$ cat config.mk
export PLATFORM = sky130hd
export DESIGN_NAME = issue_scheduler
export DESIGN_NICKNAME = d
export VERILOG_FILES = /design/src/rtl/issue_pkg.sv /design/src/rtl/issue_hazard_check.sv /design/src/rtl/issue_scheduler.sv
export SDC_FILE = /design/constraint.sdc
export NUM_CORES = 1
export LEC_CHECK = 0
export ABC_CLOCK_PERIOD_IN_PS = 9500
export CAP_MARGIN = 25
export CORE_ASPECT_RATIO = 1.4
export CORE_MARGIN = 2
export CORE_UTILIZATION = 64
export CTS_CLUSTER_SIZE = 24
export DETAILED_ROUTE_END_ITERATION = 8
export PLACE_DENSITY = 0.84
export SETUP_SLACK_MARGIN = 0.15
export SYNTH_ARGS = -nofsm -noshare
export SYNTH_HDL_FRONTEND = slang
export SYNTH_SLANG_ARGS = --single-unit
$ cat constraint.sdc
create_clock -name clk -period 9.5 [get_ports clk]
set_input_delay 2.85 -clock clk [delete_from_list [all_inputs] [get_ports clk]]
set_output_delay 2.85 -clock clk [all_outputs]
set_load 0.05 [all_outputs]
$ cat src/rtl/issue_pkg.sv
// Shared definitions for the dual-issue scheduler: FSM states, RISC-V
// opcode constants, instruction field bounds and the bubble encoding.
package issue_pkg;

    // Scheduler lifecycle: accept fetches, then drain the queue, then idle.
    typedef enum logic [1:0] {
        RUN   = 2'd0,
        DRAIN = 2'd1,
        DONE  = 2'd2
    } sched_state_t;

    // Opcodes of the instruction classes that never write a destination register.
    localparam logic [6:0] OPC_STORE  = 7'b0100011;
    localparam logic [6:0] OPC_BRANCH = 7'b1100011;

    // Instruction field bounds (RV32 base encoding).
    localparam int OPC_HI = 6;
    localparam int OPC_LO = 0;
    localparam int RD_HI  = 11;
    localparam int RD_LO  = 7;
    localparam int RS1_HI = 19;
    localparam int RS1_LO = 15;
    localparam int RS2_HI = 24;
    localparam int RS2_LO = 20;

    // An all-zero word marks an empty fetch slot and is never queued.
    localparam logic [31:0] NOP = 32'h0;

    // True when the instruction's rd field names a real destination.
    // Stores and branches reuse bits [11:7] as immediate bits, so they
    // are excluded; x0 is hardwired to zero and never creates a dependency.
    function automatic logic writes_reg(input logic [31:0] instr);
        logic [6:0] opc;
        logic [4:0] rd;
        opc = instr[OPC_HI:OPC_LO];
        rd  = instr[RD_HI:RD_LO];
        return (opc != OPC_STORE) && (opc != OPC_BRANCH) && (rd != 5'd0);
    endfunction

endpackage

$ cat src/rtl/issue_hazard_check.sv
// Combinational dependency check between the two queue-head instructions.
// A hazard means the younger word cannot issue alongside the older one.
module issue_hazard_check
    import issue_pkg::*;
(
    input  logic [31:0] older,
    input  logic [31:0] younger,
    output logic        hazard
);

    logic [4:0] older_rd;
    logic [4:0] young_rs1;
    logic [4:0] young_rs2;
    logic [4:0] young_rd;
    logic       older_writes;
    logic       unused_bits;

    assign older_rd  = older[RD_HI:RD_LO];
    assign young_rs1 = younger[RS1_HI:RS1_LO];
    assign young_rs2 = younger[RS2_HI:RS2_LO];
    assign young_rd  = younger[RD_HI:RD_LO];

    assign older_writes = writes_reg(older);

    // Fields that play no part in the dependency decision.
    assign unused_bits = ^{older[31:12], younger[31:25], younger[14:12], younger[6:0]};

    // RAW on either source operand, or WAW on the destination. The compare is
    // deliberately conservative: rs2 is checked even for formats without one.
    always_comb begin
        hazard = 1'b0;
        if (older_writes) begin
            hazard = (older_rd == young_rs1) ||
                     (older_rd == young_rs2) ||
                     (older_rd == young_rd);
        end
    end

endmodule

$ cat src/rtl/issue_scheduler.sv
// In-order dual-issue scheduler: fetched instruction pairs are squeezed
// (bubbles dropped) into a circular queue, and each unstalled cycle the
// two oldest entries are presented on registered issue slots, the second
// only when it does not depend on the first.
module issue_scheduler
    import issue_pkg::*;
#(
    parameter int DEPTH = 8
) (
    input  logic        clk,
    input  logic        rst,
    input  logic        fetch_valid,
    input  logic [31:0] fetch_instr1,
    input  logic [31:0] fetch_instr2,
    input  logic        fetch_finish,
    output logic        fetch_ready,
    input  logic        issue_stall,
    output logic        issue0_valid,
    output logic [31:0] issue0_instr,
    output logic        issue1_valid,
    output logic [31:0] issue1_instr,
    output logic        done
);

    localparam int AW = $clog2(DEPTH);

    // Highest occupancy that still leaves room for a full pair.
    localparam logic [AW:0] FREE_LIMIT = (AW+1)'(DEPTH - 2);
    localparam logic [AW:0] TWO        = (AW+1)'(2);

    logic [31:0]  queue_mem [DEPTH];

    // Pointers carry one extra wrap bit so full and empty are distinguishable.
    logic [AW:0]  wptr;
    logic [AW:0]  rptr;
    logic [AW:0]  count;

    sched_state_t state;

    logic         push1;
    logic         push2;
    logic [AW:0]  n_push;
    logic [AW-1:0] wr_idx0;
    logic [AW-1:0] wr_idx1;

    logic [AW-1:0] rd_idx0;
    logic [AW-1:0] rd_idx1;
    logic [31:0]  head;
    logic [31:0]  head_next;
    logic         pair_hazard;
    logic         load0;
    logic         load1;
    logic [AW:0]  n_pop;

    assign count = wptr - rptr;

    // A pair is only taken while running and when both words are guaranteed
    // to fit, independent of how many of them turn out to be bubbles.
    assign fetch_ready = (state == RUN) && (count <= FREE_LIMIT);

    assign push1  = fetch_valid && fetch_ready && (fetch_instr1 != NOP);
    assign push2  = fetch_valid && fetch_ready && (fetch_instr2 != NOP);
    assign n_push = (AW+1)'(push1) + (AW+1)'(push2);

    // The younger word lands directly behind the older one, or in its place
    // when the older word was a bubble.
    assign wr_idx0 = wptr[AW-1:0];
    assign wr_idx1 = push1 ? wr_idx0 + AW'(1) : wr_idx0;

    assign rd_idx0   = rptr[AW-1:0];
    assign rd_idx1   = rd_idx0 + AW'(1);
    assign head      = queue_mem[rd_idx0];
    assign head_next = queue_mem[rd_idx1];

    issue_hazard_check u_hazard (
        .older   (head),
        .younger (head_next),
        .hazard  (pair_hazard)
    );

    // Slot loading decisions use the occupancy before this edge's pushes,
    // so freshly fetched words always spend one cycle in the queue.
    assign load0 = (count != '0);
    assign load1 = (count >= TWO) && !pair_hazard;
    assign n_pop = (AW+1)'(load0) + (AW+1)'(load1);

    // Queue storage write port; contents need no reset because the pointers
    // define which entries are live.
    always_ff @(posedge clk) begin
        if (push1) begin
            queue_mem[wr_idx0] <= fetch_instr1;
        end
        if (push2) begin
            queue_mem[wr_idx1] <= fetch_instr2;
        end
    end

    // Pointers, lifecycle FSM and the registered issue slots.
    always_ff @(posedge clk) begin
        if (rst) begin
            wptr         <= '0;
            rptr         <= '0;
            state        <= RUN;
            done         <= 1'b0;
            issue0_valid <= 1'b0;
            issue0_instr <= NOP;
            issue1_valid <= 1'b0;
            issue1_instr <= NOP;
        end else begin
            wptr <= wptr + n_push;

            if ((state == RUN) && fetch_finish) begin
                state <= DRAIN;
            end

            if (!issue_stall) begin
                if (state == DONE) begin
                    issue0_valid <= 1'b0;
                    issue0_instr <= NOP;
                    issue1_valid <= 1'b0;
                    issue1_instr <= NOP;
                end else begin
                    issue0_valid <= load0;
                    issue0_instr <= load0 ? head : NOP;
                    issue1_valid <= load1;
                    issue1_instr <= load1 ? head_next : NOP;
                    rptr         <= rptr + n_pop;

                    // An empty queue loads nothing, so this is the reload
                    // that leaves both slots empty for good.
                    if ((state == DRAIN) && (count == '0)) begin
                        state <= DONE;
                        done  <= 1'b1;
                    end
                end
            end
        end
    end

endmodule
* After elaboration in Yosys (flattened, before gate mapping)
Memory sizes are Yosys's and may differ from the RTL's. A register that Yosys moved wholly into a read port is not among the register bits.
Cells that the tools add are included.
** Operators by class
- Add/sub/neg operators :: 7
- $mul :: 0
- Div/mod/pow operators :: 0
- $lt $le $gt $ge :: 2
- Equality and inequality tests :: 7
- Shifts and indexed selects :: 0
- Mux-type cells :: 18
- Bitwise logic cells :: 2
- Reduce and logical (&&, ||, !) cells :: 20
** Operator list (count)
- two-way mux 32 bit :: 4
- nonzero test 32 bit :: 2
- equality test 5 bit :: 3
- logical AND 1 bit :: 9
- two-way mux 3 bit :: 3
- adder 4 x 2 -> 4 bit :: 2
- two-way mux 2 bit :: 4
- two-way mux 1 bit :: 7
- inequality test 7 x 6 -> 1 bit, second input constant :: 1
- inequality test 7 bit, second input constant :: 1
- adder 3 x 1 -> 3 bit, second input constant :: 2
- nonzero test 5 bit :: 1
- adder 1 x 1 -> 2 bit :: 2
- >= comparator 4 x 2 -> 1 bit, second input constant :: 1
- <= comparator 4 x 3 -> 1 bit, second input constant :: 1
- logical NOT 4 bit :: 1
- nonzero test 4 bit :: 1
- subtractor 4 bit :: 1
- AND reduction 3 bit :: 1
- equality test 2 x 1 -> 1 bit, second input constant :: 1
- equality test 2 bit, second input constant :: 1
- logical NOT 2 bit :: 1
- logical OR 1 bit :: 2
- NOT 1 bit :: 2
- other kinds (2) :: 2
** Storage, ports and cells
- Bits in registers :: 77
- Bits in latches :: 0
- Memory bits (writable) :: 256
- Bits in read-only memories :: 0
- Input port bits :: 69
- Output and inout port bits :: 68
- Logic and storage cells :: 65
- Memories :: 1
** Memory list
- queue_mem :: depth 8, bits a word 32, rd ports 2, clocked after memory_dff 1, wr ports 2, RTL line issue_scheduler.sv:31 : logic [31:0] queue_mem [DEPTH];

* Depth between registers and ports, before layout
Gate-level depths: netlist of the first run.
An unclocked memory read counts as a cell.
- Depth in word-level cells :: 12
- Depth in mapped cells :: 18
- Depth with buffers taken out :: 15

* Cells and area by module
From an unflattened synthesis of the first run, not the netlist that was laid out.
** Unflattened totals
- Cells, all modules :: 1152
- Area total of the unflattened synthesis :: 18172.4 µm²
** Modules (own cells, without submodules)
- issue_scheduler :: times used 1, cells each 1126, area each 17978.5 µm², seq. area each 9288.9 µm²
- issue_hazard_check :: times used 1, cells each 26, area each 193.9 µm², seq. area each 0.0 µm²

* Worst setup path before layout of the first run
OpenSTA, ideal clock, no wires.
- Path kind :: input to register
- From :: input port fetch_instr1[24]
- To :: memory queue_mem[0][0], enable pin
- Library setup time :: 0.470 ns
- Arrival time :: 6.435 ns
- Required time :: 9.030 ns
- Slack :: 2.595 ns
- Stages :: 7
- Path buffers :: 1
- Path through :: clkbuf_1 -> nor4_1 -> nand4_1 -> nor2_1 -> a2111oi_4 -> nand2_1 -> o31ai_1
** RTL lines
- start, declared :: RTL line issue_scheduler.sv:13 : input logic [31:0] fetch_instr1,
- end, declared :: RTL line issue_scheduler.sv:31

==> results.tsv, run 1 <==
metric	value	unit
post-synth cell types	54	
Max Fclk	142.2	MHz
Critical Path End Type	flop	
Placer Congestion	0.8766	
drt first-iter violations	1917	
CP arrival	7.32	ns
first-pass GRT wire length	86.27	mm
prevailing post-synth register cell	edfxtp_1	
crit path cell chain	clkdlybuf4s50_1 > nor4_1 > nand4_1 > nor2_1 > a2111oi_4 > mux2_4 > a2bb2oi_4 > nand2b_1 > buf_4 > o21ai_4 > buf_4	
Synth Instances	1403	
fill count	1763	
DP HPWL	35.12	mm
Vias per Instance	7.753	
clock skew	0.01854	ns
Post CTS Setup Buffer Count	0	
Sequential Power Share	30.1	%
Clock power frac	16.4	%
Area growth syn-to-layout	13.62	%
DR vias	14240	
initial core utilization	64.80	%
TritonCTS clock tree	built	
slowest CP cell	a2bb2oi_4	
Post-synth EDFFs	256	
Psw	3239	uW
syn_nets	1483	
Row Count	73	
final WL	58.17	mm
post-layout net count	1517	
core area	0.02831	sq mm
cts repair resizes	0	
largest net degree at the start of global routing	79	
antenna viol nets, final	0	
RSZ-0062 raised after global routing	false	
Clock Path Buffers	3	
Pleak	0.006605	uW
io pins	137	
CTS Hold Bufs	0	
Placed Cells incl. Taps	1779	
PD cells	354.9	mW/mm^2
Post-Syn Area	0.01835	sq mm
TritonCTS Buffers	31	
later-pin clock latency in the skew report	0.59	ns
port bufs	136	
fin util	73.62	%
Crit path largest cell delay	0.73	ns
Gate power share	53.5	%
cell-internal power	4159	uW
failing checks	design-rule violations	
htree depth	1	
Fin. Hold Viols	0	
DRC violations left	1	
grt ovf	0	
Slew Limit Fails	0	
Non-Filler Instances	1837	
Period minus WS final	7.033	ns
Async SR Flop Fraction	0	%
Slew HR	29.32	%
clock slew at reported path FFs	0.06	ns
antenna violations before repair	2	
DIE HEIGHT	204.3	um
max-cap viol count	0	
Crit path top cell by count	buf_4	
Worst-Margin Slew	1.056	ns
FF+latch area	0.009299	sq mm
Tcrit/Tclk final	74.03	%
CTS sink count	336	
crit path kind	in2reg	
status	finished with violations	
critical-path maximum fanout	33	
setup_tns	0	ns
Die Wd	147.1	um
vias in the first global route	14470	
min-delay worst type	reg2reg	
VDD IR max	0.2769	mV
FF+latch count, synth	336	
die area	0.03006	sq mm
area of the multi-input gates	0.008402	sq mm
sequential cell area fraction in the yosys report	50.63	%
Final setup viols	0	
Sw Share	43.78	%
routed length per instance	31.66	um
clk root buf	clkbuf_16	
ratio of cells with drive above 1 in the final layout	17.45	%
Synth warnings	0	
GRT Resource Usage Total	38.52	%
Mean Syn Cell Area	13.08	sq um
Startpoint Class	input pin	
drt pass-1 iters	9	
Worst Path Required	9.79	ns
-- cell usage in the layout, fill, tap and decap left out, drive strengths merged, types with 18 or more instances in the layout --
master / count
nor2: 62
mux2i: 35
buf: 38
mux2: 34
nor3b: 24
a21oi: 25
a32o: 30
mux4: 112
dfxtp: 80
nor4: 19
o2bb2ai: 257
a22oi: 32
clkbuf: 39
nand2: 118
xnor2: 18
clkdlybuf4s50: 135
edfxtp: 256
-- through the flow --
stage | worst slack (ns) | hold slack, ns | total power (uW) | area (sq um)
detailed placement | 2.021 | 0.4541 | 6070 | 19890
global placement | 2.180 | 0.4490 | 5917 | 19850
floorplan | 2.595 | 0.4935 | 4880 | 18350
global route | 2.436 | 0.4881 | 7623 | 20850
finish | 2.467 | 0.4649 | 7398 | 20850
CTS | 2.608 | 0.4681 | 7280 | 20840
-- power groups by stage --
stage / Sequential, uW / Combinational, uW / Clock (uW)
floorplan: 2450 / 2430 / 0
global placement: 2220 / 3700 / 0
detailed placement: 2240 / 3830 / 0
CTS: 2220 / 3860 / 1200
global route: 2250 / 4110 / 1260
finish: 2230 / 3960 / 1220
-- final cells by class --
| cell class | instances | share of cell area (%) |
|---|---|---|
| Sequential cell | 336 | 44.61 |
| Multi-Input combinational cell | 880 | 40.30 |
| Timing Repair Buffer | 173 | 7.971 |
| Clock buffer | 39 | 3.961 |
| Tap cell | 375 | 2.251 |
| Clock inverter | 18 | 0.6242 |
| Inverter | 15 | 0.2701 |
| Antenna cell | 1 | 0.01200 |
-- cell usage after synthesis (all sizes together), types with 2 or more instances --
master   number  area (sq um)
o2bb2ai     257          2251
edfxtp      256          7687
nand2       118         442.9
mux4        112          2522
buf         107         554.3
dfxtp        80          1602
clkbuf       65         244.0
nor2         62         232.7
mux2i        35         354.1
mux2         34         386.6
a22oi        32         240.2
a32o         30         300.3
a21oi        25         125.1
nor3b        24         180.2
nor4         19         118.9
xnor2        18         165.2
nor3         16         80.08
inv          15         56.30
nand2b       12         75.07
nand3b       12         90.09
nand4        11         68.82
o21ai        11         58.80
ha            8         100.1
nor2b         6         37.54
nand3         5         25.02
xor2          5         51.30
a2bb2oi       4         47.55
a211oi        3         22.52
fa            3         60.06
o31ai         3         22.52
a22o          2         17.52
a32oi         2         17.52
and2          2         12.51
-- logic make-up after synthesis --
family	count (synthesis)	synth area share [%]
compound gates	375	17.29
mux	181	17.79
simple gates	290	7.590
flops	336	50.63
fa+ha+maj	11	0.8729
buf+inv	187	4.658
xor+xnor	23	1.180
-- flip-flops by register name, indices dropped and copies added, names as in the netlist, named ones only --
register and count:
issue1_instr 32, state 2, done 1, issue1_valid 1, wptr 4, issue0_instr 32, issue0_valid 1, rptr 4
queue_mem 256
-- layer usage --
metal | vias up | routed length [um] | GRT usage [%]
met5 | - | 13 | 0
met4 | 2 | 4144 | 26.06
met3 | 321 | 7506 | 8.817
met2 | 1308 | 27870 | 62.63
met1 | 6898 | 18630 | 45.95
li1 | 5713 | - | -
-- worst paths after layout --
kind,slack [ns],from,cells after the start,endpoint
max,2.47,fetch_instr1[18],11,queue_mem[4][22]$_DFFE_PP_
min,0.46,issue1_instr[7]$_SDFFE_PP0N_,1,issue1_instr[7]$_SDFFE_PP0N_
max reg2reg,4.43,rptr[0]$_SDFFE_PP0P_,13,rptr[3]$_SDFFE_PP0P_
min reg2reg,0.46,issue1_instr[7]$_SDFFE_PP0N_,1,issue1_instr[7]$_SDFFE_PP0N_
-- critical path: cells and delay by family --
family                 cells  cell delay [ns]
muxes                      1             0.39
buffers and inverters      3             1.40
and+or+nand+nor            4             1.54
AOI/OAI and AO/OA          3             1.11
No activity file was read; power rests on OpenSTA's default activity.
==> run 2: changes to the inputs <==
- ABC_CLOCK_PERIOD_IN_PS: 9500 -> 6500
- CORE_UTILIZATION: 64 -> 59
- PLACE_DENSITY: 0.84 -> 0.78
- clock period: 9.5 -> 6.5 ns (I/O delays scaled with it)
==> run 2 against run 1 <==
Compared with the run above: sequential cell count is the same; cell count grew 2.2%; hold slack gained 0.0026 ns; combinational power grew 45%; die area grew 8.3%; register-to-register slack lost 2.9 ns; the flow now finishes without violations; global-route usage shrank 3.2 points.
==> results.tsv, run 2 (same netlist as run 1, synthesis figures left out) <==
metric	value	unit
status	finished, final reports clean	
largest net degree at the start of global routing	73	
Slew Limit Fails	0	
final WL	57.69	mm
crit path kind	in2reg	
GRT Resource Usage Total	35.34	%
Worst Path Required	6.72	ns
port bufs	136	
Final setup viols	0	
Clock Path Buffers	3	
core area	0.03071	sq mm
worst setup margin	0.8198	ns
global route hottest layer	met2	
min-delay worst type	reg2reg	
ratio of cells with drive above 1 in the final layout	18.90	%
clk root buf	clkbuf_16	
grt ovf	0	
met2 Use GR	57.30	%
Die Wd	153.0	um
Non-Filler Instances	1877	
max FFs per register	256	
VDD IR max	0.3328	mV
Crit path largest cell delay	0.85	ns
crit path cell chain	clkdlybuf4s50_1 > nor4_1 > nand4_1 > nor2_1 > a2111oi_4 > ha_1 > and2_1 > buf_4 > nand2b_1 > o31ai_4 > buf_12	
Max Fclk	176.1	MHz
Tcrit/Tclk final	87.39	%
Largest regs	queue_mem x256, issue0_instr x32, issue1_instr x32	
antenna viol nets, final	0	
DRC violations left	0	
PD cells	517.1	mW/mm^2
Hold EP	issue1_instr[8]$_SDFFE_PP0N_	
slowest CP cell	nor4_1	
routed length per instance	30.74	um
first-pass GRT wire length	86.24	mm
io pins	137	
setup_tns	0	ns
Post CTS Setup Buffer Count	0	
Area growth syn-to-layout	15.54	%
Worst Reg-to-Reg Cells	12	
later-pin clock latency in the skew report	0.54	ns
crit path from	fetch_instr1[18]	
worst r2r src	rptr[0]$_SDFFE_PP0P_	
Place WS	0.4101	ns
GR Util met3	7.286	%
DP HPWL	36.51	mm
CP arrival	5.90	ns
Slew HR	28.04	%
cts repair resizes	0	
clock skew	0.02763	ns
clock slew at reported path FFs	0.06	ns
drt first-iter violations	2005	
Vias per Instance	7.466	
max-cap viol count	0	
Row Count	76	
Pleak	0.006780	uW
Critical Path End Type	flop	
fin util	69.02	%
TritonCTS clock tree	built	
DR vias	14010	
RSZ-0062 raised after global routing	false	
CTS sink count	336	
Fin. Hold Viols	0	
Worst-Margin Slew	1.079	ns
Period minus WS final	5.680	ns
drt pass-1 iters	6	
post-layout net count	1542	
Reg with most FFs	queue_mem	
most frequent cells in the layout	o2bb2ai_1, edfxtp_1, clkdlybuf4s50_1, nand2_1, mux4_2	
TritonCTS Buffers	34	
vias in the first global route	14120	
Placed Cells incl. Taps	1816	
die area	0.03254	sq mm
FF-to-FF setup slack	1.53	ns
Startpoint Class	input pin	
critical-path maximum fanout	18	
GRT met1 Usage	43.98	%
commonest non-fill, non-tap cell in the layout	o2bb2ai_1	
ANT cells	0	
CTS Hold Bufs	0	
antenna violations before repair	1	
Placer Congestion	0.8656	
fill count	2117	
HP Start	issue1_instr[8]$_SDFFE_PP0N_	
DIE HEIGHT	212.7	um
htree depth	2	
RR Endpoint	rptr[0]$_SDFFE_PP0P_	
initial core utilization	59.74	%
worst hold path stage count	1	
[run 2: changes by cell type in the layout (fill, tap and decap cells not counted), moves of 4 or more]
cell and delta:
buf_12 +5, clkinv_2 -5, buf_4 +19, clkbuf_1 +5, clkinv_1 -4, clkbuf_16 +4
[run 2: worst max-delay path by stage]
stage / slack (ns) / end / cells past startpoint
floorplan: 0.49 / queue_mem[0][0]$_DFFE_PP_ / 7
finish: 0.82 / queue_mem[1][27]$_DFFE_PP_ / 11
global placement: 0.50 / queue_mem[4][30]$_DFFE_PP_ / 10
detailed placement: 0.41 / queue_mem[1][25]$_DFFE_PP_ / 11
CTS: 0.95 / queue_mem[1][27]$_DFFE_PP_ / 11
global route: 0.66 / queue_mem[1][27]$_DFFE_PP_ / 11
[run 2: where the power goes]
part,leakage (uW),switching (uW),internal [uW]
clock,0.000535,817,1150
sequential,0.00298,338,2910
combinational,0.00326,3500,2250
[run 2: area by class of cell]
type	count	area (sq um)	area share [%]
well taps	390	488.0	2.302
inverters	15	56.30	0.2656
clock inverters	11	128.9	0.6079
clock buffers	50	963.4	4.545
flip-flops and latches	336	9299	43.86
multi-input cells	880	8407	39.66
repair buffers	195	1857	8.759
[run 2: stage by stage]
step                area [sq um]  power, uW  hold slack, ns
finish                     21200      10960          0.4675
floorplan                  18350       7132          0.4935
detailed placement         20110       8919          0.4525
CTS                        21200      10870          0.4686
global placement           20090       8772          0.4509
global route               21200      11370          0.4888
[run 2: worst max-delay path: cells and delay by family]
| family | cells | cell delay (ns) |
|---|---|---|
| compound gates | 2 | 0.40 |
| simple gates | 5 | 2.02 |
| buf+inv | 3 | 1.11 |
| fa+ha+maj | 1 | 0.41 |
[run 2: routing by layer]
layer	up-vias	part of all wire [%]	wire (um)
met5	-	0.023	13
met4	2	6.4	3684
met3	256	12	7014
met2	1203	48	27570
met1	6779	34	19410
li1	5774	-	-
==> run 3: changes to the inputs <==
- SLEW_MARGIN: not set -> 20
==> run 3 against run 2 <==
Compared with the run above: worst setup slack improved by 0.058 ns; cell area increased by 0.11%; critical path depth unchanged; clock power about the same; sequential cell count unchanged; die area unchanged; total power decreased by 0.20%; routed wire length decreased by 0.80%; sequential power about the same; core utilization increased by 0.073 points; global-route usage decreased by 0.36 points; hold slack got worse by 0.0058 ns; critical endpoint is now queue_mem[1][26]$_DFFE_PP_.
==> results.tsv, run 3 (same netlist as run 1, synthesis figures left out) <==
metric	value	unit
Slew HR	25.30	%
Worst-Margin Slew	1.120	ns
post-layout net count	1543	
clock skew	0.02296	ns
ANT cells	0	
TritonCTS clock tree	built	
commonest non-fill, non-tap cell in the layout	o2bb2ai_1	
fin area	0.02122	sq mm
Worst Reg-to-Reg Cells	14	
clk root buf	clkbuf_16	
max-cap viol count	0	
Final Power	10940	uW
TritonCTS Buffers	34	
ratio of cells with drive above 1 in the final layout	19.10	%
Area growth syn-to-layout	15.66	%
CTS Hold Bufs	0	
Die Wd	153.0	um
Row Count	76	
Startpoint Class	input pin	
drt first-iter violations	2006	
Clock Path Buffers	3	
port bufs	136	
PD cells	515.6	mW/mm^2
drt pass-1 iters	6	
Period minus WS final	5.622	ns
DP HPWL	36.67	mm
most frequent cells in the layout	o2bb2ai_1, edfxtp_1, clkdlybuf4s50_1, nand2_1, mux4_2	
fin util	69.09	%
clock slew at reported path FFs	0.06	ns
VDD IR max	0.3583	mV
fill count	2097	
RSZ-0062 raised after global routing	false	
htree depth	2	
final WL	57.23	mm
status	finished, final reports clean	
met2 Use GR	57.84	%
Cell Area, Placed	0.02013	sq mm
Pleak	0.006781	uW
core area	0.03071	sq mm
CTS sink count	336	
DR vias	13950	
io pins	137	
initial core utilization	59.74	%
Placer Congestion	0.8656	
min-delay worst type	reg2reg	
routed length per instance	30.49	um
Largest regs	queue_mem x256, issue0_instr x32, issue1_instr x32	
slowest CP cell	nor4_1	
Fin. Hold Viols	0	
setup_tns	0	ns
global route hottest layer	met2	
GRT Resource Usage Total	34.98	%
crit path kind	in2reg	
critical-path maximum fanout	18	
Worst Path Required	6.72	ns
crit path cell chain	clkdlybuf4s50_1 > nor4_1 > nand4_1 > nor2_1 > a2111oi_4 > ha_1 > and2_1 > buf_4 > nand2b_1 > o31ai_4 > buf_12	
Final setup viols	0	
Slew Limit Fails	0	
antenna violations before repair	0	
Vias per Instance	7.434	
Max Fclk	177.9	MHz
Tcrit/Tclk final	86.49	%
Crit path largest cell delay	0.84	ns
largest net degree at the start of global routing	73	
vias in the first global route	13960	
GRT met1 Usage	43.69	%
CP arrival	5.84	ns
GR Util met3	6.860	%
later-pin clock latency in the skew report	0.53	ns
max FFs per register	256	
first-pass GRT wire length	85.44	mm
Critical Path End Type	flop	
Reg with most FFs	queue_mem	
DRC violations left	0	
die area	0.03254	sq mm
grt ovf	0	
worst hold path stage count	1	
DIE HEIGHT	212.7	um
cts repair resizes	0	
Post CTS Setup Buffer Count	0	
antenna viol nets, final	0	
run 3: cell count changes in the layout (fill, tap and decap cells not counted):
cell	before	now
clkbuf_8	3	2
clkinv_1	4	6
clkinvlp_4	0	3
buf_8	0	1
clkbuf_4	0	1
clkbuf_2	1	0
buf_16	0	1
buf_12	5	4
clkbuf_1	11	6
run 3: power by group:
| part | total (uW) | leakage [uW] | switching [uW] | internal (uW) |
|---|---|---|---|---|
| clock network | 1960 | 0.000526 | 828 | 1130 |
| logic | 5730 | 0.00327 | 3490 | 2250 |
| registers | 3250 | 0.00298 | 336 | 2910 |
| total | 10900 | 0.00678 | 4650 | 6290 |
run 3: final cells by class:
| cell class | count | area (sq um) | share of cell area (%) |
|---|---|---|---|
| Clock buffer | 44 | 933.4 | 4.398 |
| Clock inverter | 16 | 158.9 | 0.7488 |
| Inverter | 15 | 56.30 | 0.2653 |
| Multi-Input combinational cell | 880 | 8407 | 39.61 |
| Sequential cell | 336 | 9299 | 43.82 |
| Tap cell | 390 | 488.0 | 2.299 |
| Timing Repair Buffer | 196 | 1879 | 8.856 |
run 3: worst paths after layout:
path / end / slack (ns) / from
worst max-delay path: queue_mem[1][26]$_DFFE_PP_ / 0.88 / fetch_instr1[18]
worst min-delay path: issue1_instr[20]$_SDFFE_PP0N_ / 0.46 / issue1_instr[20]$_SDFFE_PP0N_
worst max register to register: rptr[3]$_SDFFE_PP0P_ / 1.59 / rptr[0]$_SDFFE_PP0P_
worst min register to register: issue1_instr[20]$_SDFFE_PP0N_ / 0.46 / issue1_instr[20]$_SDFFE_PP0N_
run 3: worst max-delay path: cells and delay by family:
| family | cells | cell delay, ns |
|---|---|---|
| AO/OA/AOI/OAI | 2 | 0.40 |
| adder cells (fa/ha/maj) | 1 | 0.40 |
| AND/OR/NAND/NOR | 5 | 1.95 |
| buffers and inverters | 3 | 1.12 |
run 3: routing by layer:
| layer | vias up | share of wire, % | routed length (um) |
|---|---|---|---|
| li1 | 5756 | - | - |
| met1 | 6821 | 33 | 19050 |
| met4 | 0 | 6.4 | 3664 |
| met5 | - | 0 | 0 |
| met3 | 257 | 12 | 6811 |
| met2 | 1120 | 48 | 27710 |
run 3: through the flow:
stage | worst slack [ns] | hold slack, ns | cells
finish | 0.8782 | 0.4616 | 1877
global route | 0.7715 | 0.4867 | 1877
CTS | 0.9998 | 0.4659 | 1877
detailed placement | 0.4622 | 0.4525 | 1817
global placement | 0.5002 | 0.4509 | 1815
floorplan | 0.4949 | 0.4935 | 1403
